`src/rtl/cordic_arbiter.sv`:
```
// cordic_arbiter: round-robin arbiter sharing one sin/cos CORDIC core among NREQ requesters.
// Optional WAIT timeout is compiled in with `define CORDIC_ARB_TIMEOUT_EN.
`timescale 1ns/1ps
module cordic_arbiter #(
  parameter int NREQ    = 4,
  parameter int SZ      = 16,
  parameter int TIMEOUT = 64,
  localparam int IDW    = (NREQ > 1) ? $clog2(NREQ) : 1
) (
  input  logic                 clk,
  input  logic                 rst_n,
  input  logic [NREQ-1:0]      req_valid,
  input  logic [32*NREQ-1:0]   req_angle,
  output logic [NREQ-1:0]      req_ready,
  output logic                 rsp_valid,
  output logic [IDW-1:0]       rsp_id,
  output logic signed [SZ:0]   rsp_cos,
  output logic signed [SZ:0]   rsp_sin,
  output logic                 rsp_err,
  output logic                 busy,
  output logic                 cordic_strobe,
  output logic [31:0]          cordic_angle,
  input  logic                 cordic_done,
  input  logic signed [SZ:0]   cordic_cos,
  input  logic signed [SZ:0]   cordic_sin
);

  if (TIMEOUT < 1) begin : g_bad_timeout
    $error("cordic_arbiter: TIMEOUT must be at least 1");
  end

  typedef enum logic [1:0] {IDLE, ISSUE, WAIT, RESP} state_t;

  state_t                state_q, state_d;
  logic [IDW-1:0]        rr_ptr;
  logic                  gnt_found;
  logic [IDW-1:0]        gnt_idx;
  logic [31:0]           gnt_angle;
  logic                  accept;
  logic [31:0]           angle_p1;
  logic [IDW-1:0]        id_p1;
  logic [IDW-1:0]        rsp_id_q;
  logic signed [SZ:0]    rsp_cos_q, rsp_sin_q;

`ifdef CORDIC_ARB_TIMEOUT_EN
  localparam int CW = $clog2(TIMEOUT + 1);
  logic [CW-1:0]         wait_cnt;
  logic                  timed_out;
  logic                  rsp_err_q;
`endif

  // Circular search from rr_ptr: lowest index >= rr_ptr wins, else lowest index overall.
  always_comb begin
    gnt_found = 1'b0;
    gnt_idx   = '0;
    gnt_angle = '0;
    for (int i = NREQ - 1; i >= 0; i--) begin
      if (req_valid[i]) begin
        gnt_found = 1'b1;
        gnt_idx   = IDW'(i);
      end
    end
    for (int i = NREQ - 1; i >= 0; i--) begin
      if (req_valid[i] && (i >= int'(rr_ptr))) begin
        gnt_idx = IDW'(i);
      end
    end
    for (int i = 0; i < NREQ; i++) begin
      if (IDW'(i) == gnt_idx) begin
        gnt_angle = req_angle[32*i +: 32];
      end
    end
  end

  always_comb begin
    state_d = state_q;
    accept  = 1'b0;
`ifdef CORDIC_ARB_TIMEOUT_EN
    timed_out = 1'b0;
`endif
    unique case (state_q)
      IDLE: begin
        if (gnt_found) begin
          accept  = 1'b1;
          state_d = ISSUE;
        end
      end
      ISSUE: state_d = WAIT;
      WAIT: begin
        if (cordic_done) begin
          state_d = RESP;
        end
`ifdef CORDIC_ARB_TIMEOUT_EN
        else if (wait_cnt == CW'(TIMEOUT - 1)) begin
          state_d   = RESP;
          timed_out = 1'b1;
        end
`endif
      end
      RESP:    state_d = IDLE;
      default: state_d = IDLE;
    endcase
  end

  always_ff @(posedge clk) begin
    if (!rst_n) begin
      state_q <= IDLE;
      rr_ptr  <= '0;
    end else begin
      state_q <= state_d;
      if (state_q == RESP) begin
        rr_ptr <= (id_p1 == IDW'(NREQ - 1)) ? '0 : id_p1 + 1'b1;
      end
    end
  end

  // Stage p1: accepted request, held for the life of the transaction.
  always_ff @(posedge clk) begin
    if (accept) begin
      angle_p1 <= gnt_angle;
      id_p1    <= gnt_idx;
    end
  end

  // Result registers load on the WAIT->RESP edge so they stay stable until the next RESP.
  always_ff @(posedge clk) begin
    if (!rst_n) begin
      rsp_id_q  <= '0;
      rsp_cos_q <= '0;
      rsp_sin_q <= '0;
`ifdef CORDIC_ARB_TIMEOUT_EN
      rsp_err_q <= 1'b0;
`endif
    end else if ((state_q == WAIT) && (state_d == RESP)) begin
      rsp_id_q  <= id_p1;
`ifdef CORDIC_ARB_TIMEOUT_EN
      rsp_err_q <= timed_out;
      rsp_cos_q <= timed_out ? '0 : cordic_cos;
      rsp_sin_q <= timed_out ? '0 : cordic_sin;
`else
      rsp_cos_q <= cordic_cos;
      rsp_sin_q <= cordic_sin;
`endif
    end
  end

`ifdef CORDIC_ARB_TIMEOUT_EN
  always_ff @(posedge clk) begin
    if (state_q != WAIT) begin
      wait_cnt <= '0;
    end else begin
      wait_cnt <= wait_cnt + 1'b1;
    end
  end
  assign rsp_err = rst_n ? rsp_err_q : 1'b0;
`else
  assign rsp_err = 1'b0;
`endif

  // Outputs are forced low while rst_n is asserted, before the reset edge lands.
  assign req_ready     = (rst_n && accept) ? (NREQ'(1) << gnt_idx) : '0;
  assign cordic_strobe = rst_n && (state_q == ISSUE);
  assign cordic_angle  = (rst_n && ((state_q == ISSUE) || (state_q == WAIT))) ? angle_p1 : '0;
  assign busy          = rst_n && (state_q != IDLE);
  assign rsp_valid     = rst_n && (state_q == RESP);
  assign rsp_id        = rst_n ? rsp_id_q  : '0;
  assign rsp_cos       = rst_n ? rsp_cos_q : '0;
  assign rsp_sin       = rst_n ? rsp_sin_q : '0;

endmodule
```
`config.mk`:
```
export PLATFORM = sky130hd
export DESIGN_NAME = cordic_arbiter
export DESIGN_NICKNAME = d
export VERILOG_FILES = /design/src/rtl/cordic_arbiter.sv
export SDC_FILE = /design/constraint.sdc
export NUM_CORES = 1
export LEC_CHECK = 0
export BUFFER_PORTS_ARGS = -buffer_cell sky130_fd_sc_hd__clkbuf_2
export CAP_MARGIN = 20
export CORE_MARGIN = 2
export CORE_UTILIZATION = 25
export DETAILED_ROUTE_END_ITERATION = 6
export SLEW_MARGIN = 20
export SYNTH_ARGS = -nofsm -noshare
export SYNTH_HDL_FRONTEND = slang
export SYNTH_SLANG_ARGS = --single-unit
```
`constraint.sdc`:
```
create_clock -name clk -period 2.2 [get_ports clk]
set_clock_uncertainty 0.2 [all_clocks]
set_input_delay 0.22 -clock clk [delete_from_list [all_inputs] [get_ports clk]]
set_output_delay 0.22 -clock clk [all_outputs]
set_load 0.01 [all_outputs]
```
[After elaboration in Yosys (flattened, before gate mapping)]
Index checks and enable logic that the tools add are counted.
Storage, ports and cells
  bits of input ports: 169
  output and inout port bits: 76
  word-level logic and storage cells: 59
  bits in registers: 74
Operators by class
  order comparisons: 3
  add/sub/neg operators: 1
  muxes and demuxes: 26
  reduce and logical (&&, ||, !) cells: 13
  equality and inequality tests: 8
  shift operators: 1
Operators with widths (count)
  $mux W32: 5
  $mux W17: 2
  $mux W2: 11
  $logic_and A1 B1 Y1: 9
  $eq A2 B2 Y1 const B: 4
  $pmux W2 S4: 1
  $mux W1: 6
  $eq A2 B2 Y1 const A: 2
  $ge A1 B2 Y1 const A: 2
  $logic_not A2 Y1: 2
  $mux W4: 1
  $shl A1 B2 Y4 const A: 1
  $add A2 B1 Y2 const B: 1
  $eq A1 B2 Y1 const A: 1
  $eq A2 B1 Y1 const B: 1
  $ge A2 B2 Y1 const A: 1
  $reduce_bool A2 Y1: 1
  $logic_or A1 B1 Y1: 1

[Depth between registers and ports, before layout]
Gate-level depths: netlist of run 1.
  depth in word-level cells: 12
  gate-level depth with buffers: 8
  depth with buffers taken out: 7

[Worst setup path before layout of run 1]
No wires, ideal clock.
  kind: reg-to-output
  from: register state_q[0]
  to: output port req_ready[0]
  arrival: 1.756 ns
  path slack: 0.024 ns
  path buffers: 0
  stages on the path, launching flop included: 6
  data required time: 1.780 ns
  path through: dfxtp_1 -> inv_1 -> ha_1 -> o21ai_4 -> inv_1 -> and3_1
On the way
  cells in the longest elaborated chain, start to end: 4
RTL lines
  from (decl): line 34  | state_t state_q, state_d;
  from (signal assigned): line 110  | state_q <= state_d;
  $logic_not A2 Y1: line 81  | unique case (state_q)
  $mux W1: line 81
  named net accept: line 39  | logic accept;
  $logic_and A1 B1 Y1: line 161  | assign req_ready = (rst_n && accept) ? (NREQ'(1) << gnt_idx) : '0;
  $mux W4: line 161
  to (decl): line 14  | output logic [NREQ-1:0] req_ready,
The timed path passes the listed nets, and every way through them passes these cells.

[Worst setup path in the final report of run 1]
  from: register state_q[0]
  to: output port cordic_angle[31]
On the way
  cells in the longest elaborated chain, start to end: 4
  elaborated cells between the ends (all ways): 5
  those cells by class: 2 x eq/ne; 1 x mux; 2 x reduce/logical
RTL lines
  $eq A2 B1 Y1 / $eq A2 B2 Y1 (equally long branches): line 163  | assign cordic_angle = (rst_n && ((state_q == ISSUE) || (state_q == WAIT))) ? angle_p1 : '0;
  $logic_or A1 B1 Y1 *: line 163
  $logic_and A1 B1 Y1 *: line 163
  $mux W32 *: line 163
  to (decl): line 22  | output logic [31:0] cordic_angle,
Every way passes the cells marked *; elsewhere a longest branch is shown, timed or not.

==> impl_results.md, run 1 <==
- R2R cell count: 7
- IO Count: 245
- Setup Total Neg Slack: 0 ns
- Finished Layout Cells: 1,042
- Via density: 4.49
- Mapped cell area: 4540 um^2
- Syn Inst Count: 479
- Pwr per Cell Area: 841 nW/um^2
- Final Slew Violations: 0
- Post-synthesis xor/xnor area fraction: 0%
- Status: finished, final reports clean
- Final critical-path share of the clock period: 95.1%
- Final worst setup slack: 0.109 ns
- Iteration count of the initial detailed-routing pass: 6
- Worst-Skew Late Latency: 0.34 ns
- RSZ-0062 raised after global routing: no
- YS warnings: 0
- Routed Antenna Nets: 0
- H-tree depth: 3
- GRT Overall Usage: 15.9%
- Chip Height: 139 um
- Final min period: 2.09 ns
- Max-cap violations: 0
- CP startpoint kind: register
- Syn nets: 653
- Fin. Hold Viols: 0
- Area of the multi-input gates: 2310 um^2
- Initial antenna violation count: 0
- CTS Buf Count: 9
- Hold depth: 3
- CTS root buffer: clkbuf_16
- Final GP Congestion: 0.790
- Routed wire per std cell: 14.8 um
- Total power: 6200 uW
- Share of cells above drive strength 1: 50.1%
- Buffers on Ports: 243
- Cell Rows: 49
- Layout filler cell count: 1,715
- Fin util: 41.2%
- DP HPWL: 10,500 um
- Main synth FF type: dfxtp_1
- Largest net degree at the start of global routing: 30
- Max clock buf depth: 2
- WP data arrival: 1.67 ns
- Die area: 19,300 um^2
- CTS tree: done
- Critical path required time: 1.78 ns
- FMAX: 478 MHz
- Seq/Total Area, Yosys: 40.1%
- Clock transition at path regs: 0.06 ns
- Initial Utilization: 25.4%
- Simple-gate share of the synthesized area: 23.6%
- Pre-CTS setup slack: 0.124 ns
- Worst Setup End Kind: output port
- Setup violators final: 0
- Detailed-route wire length: 15,400 um
- Synth Area in Adders: 1.38%
- Clk sinks: 74
- # DRC: 0
- Post-synth EDFFs: 34
- Post-layout nets: 982
- Setup CP Type: reg2out
- Max IR drop VDD: 0.422 mV
- Leak: 0.00364 uW
- Hold Crit Class: in2reg
- Mux share of post-synthesis cell area: 0.661%
- Via Count: 4,681
- Synth Area in Compound Gates: 24.2%
- Grt total ovfl: 0
- Area grow syn2layout: 62.5%
- Avg Cell Area, Syn: 9.48 um^2
- Main combinational cell family by area after synthesis: compound AO/OA/AOI/OAI gates
- Async set-or-reset flop fraction in the synthesized netlist: 0%
- Number of global-route vias before repair: 4,871
- Placed Instances: 942
- Number of synthesized register bits: 74
- Drt initial violations: 156
- Die W: 139 um
- Max FO, Critical Path: 26
- First-pass GRT wire length: 24,400 um
- Count of different cell masters after synthesis: 34
- ANT cells: 0
- Core Region: 17,900 um^2
- FF/Latch Area: 1820 um^2
[worst max-delay path: stages (launching register included)]
cell,delay [ns]
dfxtp_1,0.39
inv_1,0.12
ha_4,0.30
buf_12,0.16
and3_4,0.23
clkbuf_2,0.14
[layout by cell type (no fill, tap or decap), types with 2 or more instances in the layout]
cell           Yosys  layout
o21ai_0            5       5
o21ai_2           36      37
buf_12             0      10
clkbuf_16          0      11
clkbuf_2           0     242
inv_1             43      43
nand3_2           34      34
a221oi_1           4       4
o21ai_1           30      29
a21oi_1            5       5
and2_1             3       3
and3_4             0       2
dlygate4sd3_1      0      81
clkbuf_8           0       2
mux2i_1            3       3
a221oi_2          29      29
o221a_4            0       2
and3_1            36      34
dfxtp_1           40      39
nor2_1            37      37
buf_4              5      26
nand2_1           71      71
nand3_1            3       3
ha_1               5       4
nor2b_1            6       6
edfxtp_1          34      34
[state kept, by name, indices dropped and copies added, names as in the netlist]
signal and count:
id_p1 2, angle_p1 32, rsp_id_q 2, state_q 2, rsp_cos_q 17, rr_ptr 2
rsp_sin_q 17
[path summary, 6_finish.rpt]
| kind | slack [ns] | to | startpoint |
|---|---|---|---|
| max reg2reg | 0.12 | angle_p1[30] | rr_ptr[1] |
| max | 0.11 | cordic_angle[31] | state_q[0] |
| min reg2reg | 0.28 | rsp_cos_q[3] | rsp_cos_q[3] |
| min | 0.02 | angle_p1[3] | req_angle[67] |
[logic make-up (layout without fill, tap and decap cells)]
logic type | after synthesis | after routing
AO/OA/AOI/OAI | 118 | 118
adder cells (fa/ha/maj) | 5 | 5
buffers and inverters | 86 | 420
flip-flops | 74 | 74
multiplexers | 3 | 3
other | 1 | 1
AND/OR/NAND/NOR | 192 | 192
[per-stage QoR]
stage          cell area (um^2)  hold WS [ns]
6_report                   7380        0.0172
5_1_grt                    7380        0.0234
4_1_cts                    7350      0.000486
3_5_place_dp               6140         0.240
3_3_place_gp               6140         0.239
2_1_floorplan              4540         0.141
[power breakdown]
group / internal [uW] / switching, uW / total, uW
registers: 1950 / 111 / 2060
logic: 1100 / 1380 / 2480
clock network: 1080 / 586 / 1670
total: 4130 / 2070 / 6200
[synth_stat cells, types with 5 or more instances]
cell       n  area, um^2
dfxtp_1   40         801
inv_1     43         161
nand2_1   71         267
clkbuf_1  14        52.6
nor2b_1    6        37.5
ha_1       5        62.6
a221oi_2  29         435
buf_2     10        50.1
edfxtp_1  34        1020
and3_1    36         225
buf_4      5        37.5
o21ai_2   36         315
buf_6     13         146
a21oi_1    5        25.0
nand3_2   34         340
o21ai_0    5        25.0
o21ai_1   30         150
nor2_1    37         139
[repair_timing]
| item | in CTS | in global routing |
|---|---|---|
| endpoints found under the setup margin | 4 | 4 |
| hold buffers | 81 | 0 |
| setup buffers | 1 | 1 |
| pin swaps | 0 | 1 |
| resized for setup | 4 | 3 |
| gates cloned | 1 | 0 |
| hold endpoints to repair | 65 | 0 |
[metal layers]
metal	track usage (%)	vias to the layer above	routed length, um
met4	4.89	0	208
met3	5.18	16	1080
met2	27.6	182	7550
met1	18.7	2147	6570
li1	-	2336	-
met5	0	-	0
[final cells by class]
type,count,share of cell area (%)
clock buffer,14,4.15
tap,229,3.88
inverter,44,2.24
multi-input combinational,319,31.3
clock inverter,2,0.492
sequential,74,24.7
timing repair buffer,360,33.2
Note: power is estimated with default switching activity, not from simulation.
==> inputs of run 2 (changes only) <==
==> constraint.sdc (replaced) <==
create_clock -name clk -period 2.2 [get_ports clk]
set_clock_uncertainty 0.2 [all_clocks]
set_input_delay 0.66 -clock clk [delete_from_list [all_inputs] [get_ports clk]]
set_output_delay 0.66 -clock clk [all_outputs]
set_load 0.01 [all_outputs]
==> run 2 against run 1 <==
  * The flow now finishes with violations (setup timing)
  * Count of clock-buffer cells in the layout shrank 2
  * Register-to-register slack about the same
  * Total power rose by 9.0%
  * Highest routed layer unchanged
==> impl_results.md, run 2 (synthesized netlist as in run 1, its figures left out) <==
- Status: complete, but fails checks
- Failing checks: setup timing
- Area grow syn2layout: 61.5%
- Final GP Congestion: 0.820
- FF/Latch Area: 1830 um^2
- Cell Rows: 49
- Final critical-path share of the clock period: 115%
- Most frequent cells in the layout: 205 x clkbuf_2, 71 x nand2_1, 61 x buf_4
- Finished Layout Cells: 1,009
- Number of global-route vias before repair: 4,439
- Hold Crit Class: reg2reg
- Drt initial violations: 170
- Most common cell after layout, fill and taps aside: clkbuf_2
- Routed Antenna Nets: 0
- FMAX: 396 MHz
- DP HPWL: 10,800 um
- CTS root buffer: clkbuf_16
- IO Count: 245
- Pwr per Cell Area: 922 nW/um^2
- Die area: 19,300 um^2
- First-pass GRT wire length: 22,900 um
- Max reg flops: 32
- Placed inst area: 6450 um^2
- Worst Setup End Kind: output port
- Grt total ovfl: 0
- Sw power: 2230 uW
- Post-layout nets: 949
- Critical path required time: 1.34 ns
- Leak: 0.00353 uW
- Final min period: 2.53 ns
- Chip Height: 139 um
- Hold_buf cts: 0
- WP data arrival: 1.67 ns
- Fin. Hold Viols: 0
- Largest register by flop count: angle_p1
- Area of the multi-input gates: 2440 um^2
- Max clock buf depth: 2
- Clock transition at path regs: 0.06 ns
- Net Sw Frac: 33.0%
- Initial Utilization: 25.4%
- Routed wire per std cell: 14.4 um
- Die W: 139 um
- Setup violators final: 36
- RSZ-0062 raised after global routing: yes
- Placed Instances: 983
- GRT Overall Usage: 14.8%
- Worst-Skew Late Latency: 0.33 ns
- Combinational power share: 47.6%
- Detailed-route wire length: 14,500 um
- Total power: 6760 uW
- Final instance area: 7330 um^2
- Max-cap violations: 0
- Via density: 4.45
- Max IR drop VDD: 1.01 mV
- Clk sinks: 74
- Iteration count of the initial detailed-routing pass: 4
- H-tree depth: 3
- CTS tree: done
- Setup CP Type: in2out
- CP startpoint kind: input port
- # DRC: 0
- Final worst setup slack: -0.326 ns
- Fraction of power consumed by the clock network: 21.7%
- Largest registers: angle_p1: 32 flops, rsp_cos_q: 17 flops, rsp_sin_q: 17 flops
- Buffers on Ports: 243
- Max FO, Critical Path: 5
- Initial antenna violation count: 0
- ANT cells: 0
- Largest net degree at the start of global routing: 35
- Core Region: 17,900 um^2
- Share of cells above drive strength 1: 62.8%
- Layout filler cell count: 1,789
- Via Count: 4,486
- CTS Buf Count: 9
- Internal: 4530 uW
- Final Slew Violations: 0
- Sequential share of power: 30.7%
==> run 2: changes by cell type in the layout (fill, tap and decap cells not counted), sizes merged <==
cell / delta
clkbuf: -39
clkinv: +3
buf: +85
dlygate4sd3: -81
bufinv: -1
==> run 2: power by group through the flow <==
stage                     sequential, uW  combinational, uW  clock [uW]
after floorplan                     2050               1400           0
after global placement              2070               2410           0
after detailed placement            2080               2410           0
after CTS                           2060               2820        1530
after global routing                2120               3500        1580
final                               2070               3220        1460
==> run 2: layout make-up <==
type / instances / share of cell area [%]
Timing Repair Buffer: 327 / 31.5
Tap cell: 229 / 3.91
Clock inverter: 4 / 0.290
Sequential cell: 74 / 24.9
Clock buffer: 12 / 3.81
Inverter: 44 / 2.25
Multi-Input combinational cell: 319 / 33.3
==> run 2: path summary, 6_finish.rpt <==
kind	slack (ns)	cells after the start	from	end
worst min-delay path	0.28	2	rsp_cos_q[8]	rsp_cos_q[8]
worst max register to register	0.11	10	state_q[1]	rsp_sin_q[1]
worst min register to register	0.28	2	rsp_cos_q[8]	rsp_cos_q[8]
worst max-delay path	-0.33	6	req_valid[2]	req_ready[3]
==> run 2: critical path: stages <==
cell and delay (ns):
buf_6 0.09, or3_4 0.39, o21ai_4 0.14, inv_2 0.07, and3_1 0.18, clkbuf_2 0.13
==> run 2: through the flow <==
step	util (%)	TNS, ns	worst slack, ns	hold WS, ns
floorplan	-	-6.15	-0.748	0.259
global placement	36.0	-13.82	-0.380	0.273
detailed placement	36.0	-14.60	-0.383	0.279
CTS	38.9	-7.38	-0.325	0.288
global route	41.0	-8.16	-0.359	0.306
finish	41.0	-5.71	-0.326	0.284
==> run 2: what timing repair did <==
item | CTS | global route
gates resized for setup | 27 | 108
gates cloned | 3 | 1
pin swaps | 2 | 3
setup endpoints to repair | 67 | 50
setup buffers | 3 | 4
==> run 2: routing by layer <==
metal  share of wire, %  routed length, um  global-route usage (%)
met5                  0                  0                       0
met4               0.85                123                    3.19
met3                7.0               1020                    4.56
met2                 47               6830                    23.8
met1                 45               6540                    19.5
==> inputs of run 3 (changes only) <==
--- a/config.mk
+++ b/config.mk
@@ -10,6 +10,7 @@
 export CORE_MARGIN = 2
 export CORE_UTILIZATION = 25
 export DETAILED_ROUTE_END_ITERATION = 6
+export SKIP_LAST_GASP = 1
 export SLEW_MARGIN = 20
 export SYNTH_ARGS = -nofsm -noshare
 export SYNTH_HDL_FRONTEND = slang
==> run 3 against run 2 <==
  * Via count hardly changed
  * The flow still finishes with violations (setup timing)
  * Register-to-register slack about the same
  * Design area barely moved
  * Worst hold slack about the same
  * Total power rose by 0.10%
  * Flip-flop and latch count is the same
  * Cell count did not move
  * Critical endpoint unchanged
  * Sequential share of layout area about the same
==> impl_results.md, run 3 (synthesized netlist as in run 1, its figures left out) <==
- Leak: 0.00353 uW
- Final min period: 2.53 ns
- Hold depth: 2
- Pre-CTS setup slack: -0.383 ns
- Global Route met3 Usage: 4.56%
- First-pass GRT wire length: 22,900 um
- Die W: 139 um
- Largest net degree at the start of global routing: 35
- Largest registers: angle_p1: 32 flops, rsp_cos_q: 17 flops, rsp_sin_q: 17 flops
- CTS Buf Count: 9
- Via Count: 4,489
- Total power: 6760 uW
- Clk sinks: 74
- IO Count: 245
- Most common cell after layout, fill and taps aside: clkbuf_2
- # DRC: 0
- Final worst setup slack: -0.327 ns
- CP startpoint kind: input port
- Layout filler cell count: 1,788
- Core Region: 17,900 um^2
- Chip Height: 139 um
- Clock transition at path regs: 0.06 ns
- WP data arrival: 1.67 ns
- Share of cells above drive strength 1: 62.8%
- Final Slew Violations: 0
- DP HPWL: 10,800 um
- FMAX: 396 MHz
- Drt initial violations: 163
- Fin util: 40.9%
- R2R cell count: 10
- Max IR drop VDD: 1.01 mV
- GRT met2 Usage: 24.0%
- Final critical-path share of the clock period: 115%
- Initial Utilization: 25.4%
- Initial antenna violation count: 0
- Hold Crit Class: reg2reg
- Max FO, Critical Path: 5
- Routed Antenna Nets: 0
- Area of the multi-input gates: 2440 um^2
- GRT Overall Usage: 14.8%
- Worst-Skew Late Latency: 0.33 ns
- Iteration count of the initial detailed-routing pass: 6
- Number of global-route vias before repair: 4,454
- Via density: 4.45
- Most frequent cells in the layout: 205 x clkbuf_2, 71 x nand2_1, 61 x buf_4
- Area grow syn2layout: 61.4%
- Buffers on Ports: 243
- Grt total ovfl: 0
- Post-layout nets: 949
- Max-cap violations: 0
- CTS tree: done
- Final GP Congestion: 0.820
- Die area: 19,300 um^2
- ANT cells: 0
- RSZ-0062 raised after global routing: yes
- Top Usage Layer GRT: met2
- Pwr per Cell Area: 923 nW/um^2
- Worst Setup End Kind: output port
- Largest register by flop count: angle_p1
- Met1 Resource Use GR: 19.4%
- FF/Latch Area: 1830 um^2
- Setup Total Neg Slack: -5.70 ns
- Fin. Hold Viols: 0
- Status: complete, but fails checks
- Detailed-route wire length: 14,500 um
- Setup CP Type: in2out
- Max reg flops: 32
- Routed wire per std cell: 14.4 um
- Max clock buf depth: 2
- H-tree depth: 3
- CTS root buffer: clkbuf_16
- Cell Rows: 49
- Critical path required time: 1.34 ns
- Failing checks: setup timing
- Setup violators final: 36
[run 3: path summary, 6_finish.rpt]
path	from	end	slack, ns
max	req_valid[2]	req_ready[3]	-0.33
max reg2reg	state_q[1]	rsp_sin_q[1]	0.11
min reg2reg	rsp_cos_q[8]	rsp_cos_q[8]	0.28
min	rsp_cos_q[8]	rsp_cos_q[8]	0.28
[run 3: repair_timing]
| action | CTS | global route |
|---|---|---|
| resized for setup | 24 | 110 |
| pin swaps | 2 | 3 |
| setup endpoints to repair | 67 | 68 |
| setup buffers | 3 | 4 |
| gates cloned | 3 | 1 |
| hold buffers | 0 | 0 |
[run 3: power by group]
part	internal, uW	leakage [uW]	switching [uW]
Sequential	1950	0.000662	121
Clock	896	0.000153	569
Combinational	1680	0.00271	1540
[run 3: layer usage]
layer,vias to the layer above,share of wire [%]
met1,2044,45
met4,0,0.85
li1,2267,-
met5,-,0
met3,9,7.4
met2,169,47
[run 3: worst max-delay path, stage by stage]
cell,delay [ns]
buf_6,0.09
or3_4,0.39
o21ai_4,0.14
inv_2,0.07
and3_1,0.18
clkbuf_2,0.13
[run 3: area by class of cell]
class,count,area share [%]
flip-flops and latches,74,24.9
clock inverters,4,0.290
multi-input cells,319,33.4
well taps,229,3.91
inverters,44,2.25
clock buffers,12,3.81
repair buffers,327,31.5
[run 3: metrics by stage]
step | std cells | hold WS (ns) | cell area, um^2
CTS | 1005 | 0.288 | 6950
detailed placement | 983 | 0.279 | 6450
floorplan | 479 | 0.259 | 4560
finish | 1009 | 0.284 | 7330
global placement | 983 | 0.273 | 6450
global route | 1009 | 0.306 | 7330
